$ cat config.mk
export PLATFORM = sky130hd
export DESIGN_NAME = mod_reduce_seq
export DESIGN_NICKNAME = d
export VERILOG_FILES = /design/src/rtl/mod_reduce_seq.sv
export SDC_FILE = /design/constraint.sdc
export NUM_CORES = 1
export LEC_CHECK = 0
export BUFFER_PORTS_ARGS = -buffer_cell sky130_fd_sc_hd__buf_2
export CORE_MARGIN = 2
export CORE_UTILIZATION = 56
export DETAILED_ROUTE_END_ITERATION = 8
export PLACE_DENSITY = 0.76
export SLEW_MARGIN = 30
export SYNTH_ARGS = -nofsm -noshare
export SYNTH_HDL_FRONTEND = slang
export SYNTH_SLANG_ARGS = --single-unit
$ cat constraint.sdc
create_clock -name clock -period 2.5 [get_ports clock]
set_input_delay 0.5 -clock clock [delete_from_list [all_inputs] [get_ports clock]]
set_output_delay 0.5 -clock clock [all_outputs]
set_load 0.01 [all_outputs]
$ cat src/rtl/mod_reduce_seq.sv
// Sequential modular reducer: product mod modulus by restoring shift-subtract,
// one product bit per clock, valid/ready handshakes on input and output.
module mod_reduce_seq #(
  parameter int unsigned lpm_widthp         = 16,
  parameter int unsigned lpm_widthm         = 8,
  parameter int unsigned modulus            = 251,
  parameter string       lpm_representation = "UNSIGNED"
) (
  input  logic                  clock,
  input  logic                  aclr,
  input  logic                  in_valid,
  output logic                  in_ready,
  input  logic [lpm_widthp-1:0] product,
  output logic                  out_valid,
  input  logic                  out_ready,
  output logic [lpm_widthm-1:0] residue,
  output logic                  busy
);

  localparam int unsigned AccW     = lpm_widthm + 1;
  localparam int unsigned CntW     = (lpm_widthp > 1) ? $clog2(lpm_widthp) : 1;
  localparam bit          IsSigned = (lpm_representation == "SIGNED");

  localparam logic [AccW-1:0] ModAcc = AccW'(modulus);
  localparam logic [CntW-1:0] CntTop = CntW'(lpm_widthp - 1);

  if (modulus < 2 || 64'(modulus) >= (64'd1 << lpm_widthm)) begin : g_bad_modulus
    $error("mod_reduce_seq: modulus must satisfy 2 <= modulus < 2**lpm_widthm");
  end

  if (lpm_representation != "UNSIGNED" && lpm_representation != "SIGNED") begin : g_bad_repr
    $error("mod_reduce_seq: lpm_representation must be \"UNSIGNED\" or \"SIGNED\"");
  end

  typedef enum logic [1:0] {StIdle, StRun, StFix, StDone} state_e;

  state_e                  state_q;
  logic [lpm_widthp-1:0]   mag_q;
  logic [AccW-1:0]         acc_q;
  logic [CntW-1:0]         cnt_q;
  logic                    neg_q;

  logic                    in_neg;
  logic [lpm_widthp-1:0]   in_mag;
  logic [AccW-1:0]         acc_shift;
  logic [AccW-1:0]         acc_next;
  logic [AccW-1:0]         fix_val;

  // Magnitude of the incoming product; most-negative value maps to its unsigned magnitude.
  always_comb begin
    in_neg = IsSigned && product[lpm_widthp-1];
    in_mag = product;
    if (in_neg) begin
      in_mag = lpm_widthp'(0) - product;
    end
  end

  // One restoring step and the final sign correction.
  always_comb begin
    acc_shift = (acc_q << 1) | AccW'(mag_q[cnt_q]);
    acc_next  = acc_shift;
    if (acc_shift >= ModAcc) begin
      acc_next = acc_shift - ModAcc;
    end
    fix_val = acc_q;
    if (neg_q && (acc_q != '0)) begin
      fix_val = ModAcc - acc_q;
    end
  end

  // Control FSM with registered outputs and datapath state.
  always_ff @(posedge clock or posedge aclr) begin
    if (aclr) begin
      state_q   <= StIdle;
      mag_q     <= '0;
      acc_q     <= '0;
      cnt_q     <= '0;
      neg_q     <= 1'b0;
      out_valid <= 1'b0;
      residue   <= '0;
    end else begin
      unique case (state_q)
        StIdle: begin
          if (in_valid) begin
            mag_q   <= in_mag;
            neg_q   <= in_neg;
            acc_q   <= '0;
            cnt_q   <= CntTop;
            state_q <= StRun;
          end
        end
        StRun: begin
          acc_q <= acc_next;
          if (cnt_q == '0) begin
            state_q <= StFix;
          end else begin
            cnt_q <= cnt_q - CntW'(1);
          end
        end
        StFix: begin
          residue   <= lpm_widthm'(fix_val);
          out_valid <= 1'b1;
          state_q   <= StDone;
        end
        StDone: begin
          if (out_ready) begin
            out_valid <= 1'b0;
            state_q   <= StIdle;
          end
        end
        default: state_q <= StIdle;
      endcase
    end
  end

  assign in_ready = (state_q == StIdle) & ~aclr;
  assign busy     = (state_q == StRun) || (state_q == StFix);

endmodule

==> results of run 1 <==
-- state kept, by name (all words and copies together), names as in the netlist --
register,count
mag_q,16
acc_q,8
state_q,2
out_valid,1
cnt_q,4
residue,8
-- per-layer routing --
metal | up-vias | routed length, microns | global-route usage, %
li1 | 691 | - | -
met2 | 62 | 2169 | 38.67
met1 | 748 | 1751 | 29.86
met5 | - | 0 | 0
met4 | 0 | 117 | 12.23
met3 | 14 | 256 | 4.577
-- logic make-up after synthesis --
group / count (synthesis) / synth area share [%]
xor gates and xnor gates: 1 / 0.4359
muxes: 31 / 20.86
AOI/OAI and AO/OA: 40 / 13.45
and+or+nand+nor: 35 / 8.220
DFF: 39 / 48.57
adders and majority gates: 7 / 4.358
buffers and inverters: 20 / 4.110
-- synth_stat cells (2+ instances only) --
library cell  number  area [sq um]
a21o_1             2         15.01
ha_1               7         87.58
inv_2              2         7.510
o311a_1            2         20.02
clkbuf_1           7         26.28
o21ai_0            7         35.03
nand3_1            6         30.03
mux2_2            20         225.2
o21ai_1            5         25.02
mux2i_4            2         45.04
inv_1             10         37.54
and4_1             2         17.52
nor2_1             5         18.77
nand2_1           16         60.06
mux4_2             4         90.09
dfrtp_1           39         975.9
a21oi_1            7         35.03
a22oi_1            3         22.52
a31oi_1            4         25.02
mux2_1             4         45.04
-- through the flow --
step           cells  setup WS (ns)
5_1_grt          251        0.03078
4_1_cts          251        0.05363
6_report         251         0.1208
3_3_place_gp     243         0.1084
3_5_place_dp     243       -0.01689
2_1_floorplan    173         0.2600
-- worst max-delay path, delay by kind of cell (launching register included) --
kind            cells  cell delay (ns)
fa+ha+maj           1             0.21
compound gates      3             0.56
simple gates        1             0.08
flops               1             0.47
mux                 3             0.88
buf+inv             1             0.07
-- worst max-delay path by stage --
stage,startpoint,end,slack (ns),cells after the start
6_report,cnt_q[1],acc_q[1],0.12,9
5_1_grt,cnt_q[1],acc_q[1],0.03,9
2_1_floorplan,cnt_q[1],acc_q[1],0.26,10
3_5_place_dp,cnt_q[1],acc_q[1],-0.02,9
3_3_place_gp,cnt_q[1],acc_q[1],0.11,9
4_1_cts,cnt_q[1],acc_q[1],0.05,9
-- power breakdown --
| part | total (mW) | switching, mW | internal (mW) |
|---|---|---|---|
| Combinational | 1.25 | 0.663 | 0.587 |
| Sequential | 1.09 | 0.216 | 0.871 |
| Clock | 0.370 | 0.205 | 0.165 |
| Total | 2.71 | 1.08 | 1.62 |
-- repair_timing --
item / CTS / global route
endpoints found under the hold margin: 0 / 0
endpoints found under the setup margin: 1 / 2
resized for setup: 1 / 3
cloned: 0 / 0
-- final cells by class --
type	instances	area share (%)
inverters	12	1.985
clock buffers	8	3.032
flip-flops and latches	39	43.05
repair buffers	32	7.277
multi-input cells	114	42.12
well taps	46	2.536
==> flow_summary.ini, run 1 <==
[run_status]
status = finished, final reports clean

[routing]
drtIter0Drc = 166
wire_per_inst_microns = 17.11
wirelength_microns = 4295
post-route-drc-count = 0
viasPerCell = 6.036
postRouteAntennaNets = 0
first_pass_iters = 4
vias = 1515

[grt]
overflow = 0
antenna_found_initial = 0
grt_pass1_wl_microns = 7334
grtUsageTotal_pct = 23.66
grt_max_degree = 26
grt_pass1_vias = 1527

[run]
max_cap_viol_count = 0

[clocking]
clkLatencyLatePin_ns = 0.36
cts_buffers = 5
clock_sinks = 39
cts_setup_buffers = 0
htree_levels = 2
tritoncts = done
clockRootBuffer = clkbuf_4
cts_hold_buffers = 0
cts.path.max_buffers = 2
clk_pin_slew_ns = 0.11

[cells_and_area]
nFillCells = 253
final_cell_area_sq_um = 2270
most-common-layout-cells = dfrtp_1, buf_2, mux2_2
regArea_sq_um = 977.2
final_nets = 231
area_growth_pct = 12.95
antennaDiodeCount = 0
layout-drive-gt1-share_pct = 36.10
fin_util_pct = 66.96
multiInputGateArea_sq_um = 955.9
final_common_cell = dfrtp_1

[synthesis]
synth_flop_cell = dfrtp_1
synth_edf_count = 0
synth.avg_cell_area_sq_um = 11.62
yosysWarnings = 0
mappedNetlistArea_sq_um = 2009
synth.distinct_cells = 39
synthesis.nets = 200
ys_seq_area_share_pct = 48.57
synthArstFlopShare_pct = 100.0
ys_seq_elements = 39
synthCells = 173

[die]
core_sq_um = 3390
rows = 21
start_util_pct = 59.28
die_w_microns = 63.90
dieArea_sq_um = 4083
die_y_microns = 63.90
io_pins = 31

[sta]
worstMarginPinSlew_ns = 0.7238
hold_violations = 0
slew_viol_final = 0
rsz0062_at_grt = no
worst_clock_skew_ns = 0.009089
clock.fmax_ghz = 0.4203
timing.hold.ws_ns = 0.1908
slew_headroom_pct = 51.43
period_minus_slack_ns = 2.379
tns_ns = 0
setup_viol = 0
period_share_pct = 95.17

[critical_path]
cp.required_ns = 2.75
rrSetupSlack_ns = 0.12
crit_arrival_ns = 2.63
crit_type = register to register
r2r_start = cnt_q[1]
ff2ff_path_depth = 9
crit_fanout = 7
max_stage_delay_ns = 0.55
cp_slowest_cell = mux4_2
crit_chain = mux4_2 -> mux2i_4 -> mux2i_2 -> ha_2 -> inv_2 -> nand2_2 -> a31o_2 -> a32oi_1 -> o21ai_1
critPathCaptureType = register
rr_endpoint = acc_q[1]
crit_path_start_kind = register

[pwr]
p_leak_nw = 1.085
p_per_area_nw_per_um2 = 1193
ir_drop_v = 0.0006002
power_mw = 2.708

[placement]
dp_hpwl_microns = 3191
gp_congestion = 0.7941
numPortBuffers = 30
placed_area_sq_um = 2195

[worst_hold_path]
hold_class = input port to asynchronous set/reset pin
Note: power is estimated with default switching activity, not from simulation.
==> run 2, diff against run 1 <==
Settings changed: CORE_UTILIZATION 56 to 45, PLACE_DENSITY 0.76 to 0.63.
Clock period 2.5 ns to 2.88 ns, I/O delays scaled along.
==> run 2 against run 1 <==
- flip-flop and latch count is the same
- worst hold slack improved by 0.22 ns
- sequential power shrank 14%
- final cell count grew 2.0%
- core utilization fell by 14 points
- worst setup slack improved by 0.22 ns
- routed wire length down 8.9%
- sequential share of layout area is 0.17 points lower
- clock skew is 0.0044 ns lower
- via count is 5.1% lower
- fmax shrank 6.3%
- global-route usage down 5.9 points
- largest power group unchanged
==> flow_summary.ini, run 2 (synthesized netlist as in run 1, its figures left out) <==
[routing]
first_pass_iters = 4
viasPerCell = 5.613
drtIter0Drc = 79
vias = 1437
post-route-drc-count = 0
wire_per_inst_microns = 15.28
wirelength_microns = 3912
postRouteAntennaNets = 0

[grt]
grt_use_met2_pct = 28.87
grt.busiest_layer = met2
grtUsageTotal_pct = 17.72
overflow = 0
use_met3_pct = 4.986
use_met1_pct = 23.62
grt_max_degree = 40
antenna_found_initial = 0
grt_pass1_wl_microns = 7148
grt_pass1_vias = 1557

[die]
start_util_pct = 46.47
io_pins = 31
die_y_microns = 70.83
rows = 24
die_w_microns = 70.83
core_sq_um = 4324
dieArea_sq_um = 5016

[cells_and_area]
layout-drive-gt1-share_pct = 33.33
final_nets = 230
top_regs = mag_q (16), acc_q (8), residue (8)
fin_util_pct = 52.63
final_cells = 256
nFillCells = 403
final_cell_area_sq_um = 2276
final_common_cell = dfrtp_1
area_growth_pct = 13.26
antennaDiodeCount = 0
top_register = mag_q
most-common-layout-cells = dfrtp_1, buf_2, mux2_2
regArea_sq_um = 975.9
multiInputGateArea_sq_um = 950.9
largest_reg_flops = 16

[placement]
dp_slack_ns = 0.3492
placed_area_sq_um = 2195
dp_hpwl_microns = 2914
numPortBuffers = 30
dp.cells = 248
gp_congestion = 0.8430

[critical_path]
crit_type = register to register
rr_endpoint = acc_q[1]
rrSetupSlack_ns = 0.34
ff2ff_path_depth = 9
crit_chain = mux4_2 -> mux2i_4 -> mux2i_2 -> ha_1 -> inv_1 -> nand2_1 -> a31o_2 -> a32oi_1 -> o21ai_1
cp_slowest_cell = mux4_2
critPathCaptureType = register
crit_path_start_kind = register
r2r_start = cnt_q[1]
crit_arrival_ns = 2.70
cp.required_ns = 3.04
max_stage_delay_ns = 0.58
cp-startpoint = cnt_q[1]
crit_fanout = 7

[sta]
slew_headroom_pct = 38.59
period_minus_slack_ns = 2.538
timing.hold.ws_ns = 0.4076
worst_clock_skew_ns = 0.004719
hold_violations = 0
tns_ns = 0
setup_viol = 0
period_share_pct = 88.13
slew_viol_final = 0
worst_slack_ns = 0.3419
clock.fmax_ghz = 0.3940
worstMarginPinSlew_ns = 0.9150
rsz0062_at_grt = no

[clocking]
clkLatencyLatePin_ns = 0.28
tritoncts = done
clock_sinks = 39
clk_pin_slew_ns = 0.07
htree_levels = 2
cts_setup_buffers = 0
cts_hold_buffers = 0
clockRootBuffer = clkbuf_8
cts_buffers = 5
cts.path.max_buffers = 2
cts_resized = 0

[pwr]
p_per_area_nw_per_um2 = 1017
p_leak_nw = 1.087
ir_drop_v = 0.0005395
power_mw = 2.314

[run_status]
status = finished, final reports clean

[run]
max_cap_viol_count = 0

[worst_hold_path]
hold_class = input port to asynchronous set/reset pin
-- run 2: changes by cell type in the layout (fill, tap and decap cells not counted), sizes merged --
cell / change
buf: -1
clkbuf: -1
clkinv: +1
-- run 2: worst max-delay path: cells and delay by family (launching register included) --
family	cells	cell delay (ns)
mux	3	0.91
compound gates	3	0.54
flops	1	0.52
fa+ha+maj	1	0.22
simple gates	1	0.12
buf+inv	1	0.10
-- run 2: layout make-up --
class / count / area share (%)
Clock buffer: 7 / 3.353
Inverter: 12 / 1.979
Sequential cell: 39 / 42.88
Tap cell: 52 / 2.859
Multi-Input combinational cell: 114 / 41.78
Timing Repair Buffer: 31 / 6.927
Clock inverter: 1 / 0.2199
-- run 2: power by group --
| group | total [mW] | internal [mW] | switching, mW |
|---|---|---|---|
| clock | 0.345 | 0.170 | 0.175 |
| sequential | 0.933 | 0.757 | 0.176 |
| combinational | 1.04 | 0.489 | 0.547 |
-- run 2: worst max-delay path by stage --
stage | slack [ns] | end
3_5_place_dp | 0.35 | acc_q[1]
3_3_place_gp | 0.49 | acc_q[1]
2_1_floorplan | 0.64 | acc_q[1]
6_report | 0.34 | acc_q[1]
4_1_cts | 0.34 | acc_q[1]
5_1_grt | 0.12 | acc_q[1]
-- run 2: layer usage --
metal / part of all wire [%] / wire length, microns / vias to the layer above
li1: - / - / 685
met1: 46 / 1783 / 708
met2: 49 / 1911 / 34
met3: 4.0 / 156 / 10
met4: 1.6 / 61 / 0
met5: 0 / 0 / -
==> run 3, diff against run 2 <==
Settings changed: REMOVE_ABC_BUFFERS from default to 1.
==> run 3 against run 2 <==
- cell area up 0.44%
- flip-flop and latch count unchanged
- worst setup slack worse by 0.021 ns
- fmax down 0.83%
- power up 2.5%
- clock skew up 0.0027 ns
- sequential share of layout area down 0.19 points
- via count up 1.7%
- sequential power up 0.5%
- first-iteration DRC count unchanged
- combinational power about the same
- critical endpoint unchanged
- largest cell class unchanged
==> flow_summary.ini, run 3 (synthesized netlist as in run 1, its figures left out) <==
[routing]
vias = 1461
viasPerCell = 5.729
drtIter0Drc = 79
postRouteAntennaNets = 0
wire_per_inst_microns = 16.35
first_pass_iters = 4
wirelength_microns = 4168
post-route-drc-count = 0

[critical_path]
cp.required_ns = 3.07
critPathCaptureType = register
crit_type = register to register
crit_fanout = 7
crit_path_start_kind = register
crit_arrival_ns = 2.75

[cells_and_area]
top_regs = mag_q (16), acc_q (8), residue (8)
top_register = mag_q
final_cells = 255
most-common-layout-cells = dfrtp_1, buf_2, mux2_2
layout-drive-gt1-share_pct = 34.48
final_common_cell = dfrtp_1
nFillCells = 394
fin_util_pct = 52.86
antennaDiodeCount = 0
area_growth_pct = 13.76
final_nets = 230
largest_reg_flops = 16

[clocking]
htree_levels = 2
tritoncts = done
cts_resized = 0
clockRootBuffer = clkbuf_8
cts_hold_buffers = 0
clock_sinks = 39
cts_buffers = 5
clk_pin_slew_ns = 0.08
cts_setup_buffers = 0
cts.path.max_buffers = 2
clkLatencyLatePin_ns = 0.30

[pwr]
p_leak_nw = 1.093
combPwrFrac_pct = 44.5
pwr-share-clk_pct = 15.9
ir_drop_v = 0.0006063
intPower_mw = 1.438
seqPwrFrac_pct = 39.6
p_per_area_nw_per_um2 = 1037
p_sw_mw = 0.9341
switching_share_pct = 39.39

[sta]
period_minus_slack_ns = 2.559
worstMarginPinSlew_ns = 0.6540
worst_clock_skew_ns = 0.007432
rsz0062_at_grt = no
slew_viol_final = 0
timing.hold.ws_ns = 0.3975
clock.fmax_ghz = 0.3907
tns_ns = 0
slew_headroom_pct = 56.29
period_share_pct = 88.87
setup_viol = 0
hold_violations = 0

[die]
start_util_pct = 46.47
core_sq_um = 4324
rows = 24
dieArea_sq_um = 5016
io_pins = 31
die_w_microns = 70.83
die_y_microns = 70.83

[run]
max_cap_viol_count = 0

[placement]
gp_congestion = 0.8342
dp.cells = 248
dp_hpwl_microns = 3055
numPortBuffers = 30

[worst_hold_path]
hold_class = input port to asynchronous set/reset pin

[run_status]
status = finished, final reports clean

[grt]
grt_pass1_wl_microns = 7251
grt_max_degree = 40
grt_pass1_vias = 1575
overflow = 0
antenna_found_initial = 0
grtUsageTotal_pct = 18.41
-- run 3: changes by cell type in the layout (fill, tap and decap cells not counted), sizes merged --
cell	change
clkbuf	-1
-- run 3: power groups by stage --
stage,logic [mW],registers (mW),clock network (mW)
after floorplan,0.798,0.900,0
after global placement,0.978,0.940,0
after detailed placement,1.06,0.948,0
after CTS,1.06,0.938,0.386
after global routing,1.17,0.966,0.413
final,1.06,0.938,0.377
-- run 3: critical path: stages, from the launching register on --
cell and delay, ns:
dfrtp_1 0.54, mux4_2 0.59, mux2i_4 0.19, mux2i_2 0.15, ha_1 0.22, inv_1 0.09, nand2_1 0.12, a31o_2 0.28
a32oi_1 0.19, o21ai_1 0.08
-- run 3: worst paths after layout --
| kind | start | end | slack (ns) | cells after the start |
|---|---|---|---|---|
| setup / recovery | cnt_q[1] | acc_q[1] | 0.32 | 9 |
| hold / removal | aclr | state_q[0] | 0.40 | 3 |
| setup reg to reg | cnt_q[1] | acc_q[1] | 0.32 | 9 |
| hold reg to reg | mag_q[10] | mag_q[10] | 0.50 | 1 |
| max in group asynchronous | aclr | mag_q[10] | 2.14 | 3 |
| min in group clock | out_ready | out_valid | 0.47 | 2 |
-- run 3: metal layers --
layer  global-route usage, %  part of all wire, %  vias to the layer above
met5                       0                    0                        -
met4                   7.338                  1.8                        0
met3                   5.128                  6.5                        9
met2                   30.32                   49                       47
met1                   23.06                   43                      717
li1                        -                    -                      688
-- run 3: layout make-up --
class / instances / area, sq um / area share [%]
Tap cell: 52 / 65.06 / 2.846
Inverter: 12 / 45.04 / 1.970
Timing Repair Buffer: 31 / 157.7 / 6.897
Clock buffer: 6 / 82.58 / 3.612
Clock inverter: 1 / 5.005 / 0.2189
Multi-Input combinational cell: 114 / 954.7 / 41.76
Sequential cell: 39 / 975.9 / 42.69
-- run 3: per-stage QoR --
stage / cell area [sq um] / total power, mW / worst slack [ns]
after global routing: 2286 / 2.546 / 0.1712
after detailed placement: 2195 / 2.008 / 0.3271
after floorplan: 1972 / 1.698 / 0.5662
after CTS: 2282 / 2.387 / 0.3195
after global placement: 2195 / 1.918 / 0.4973
final: 2286 / 2.372 / 0.3206
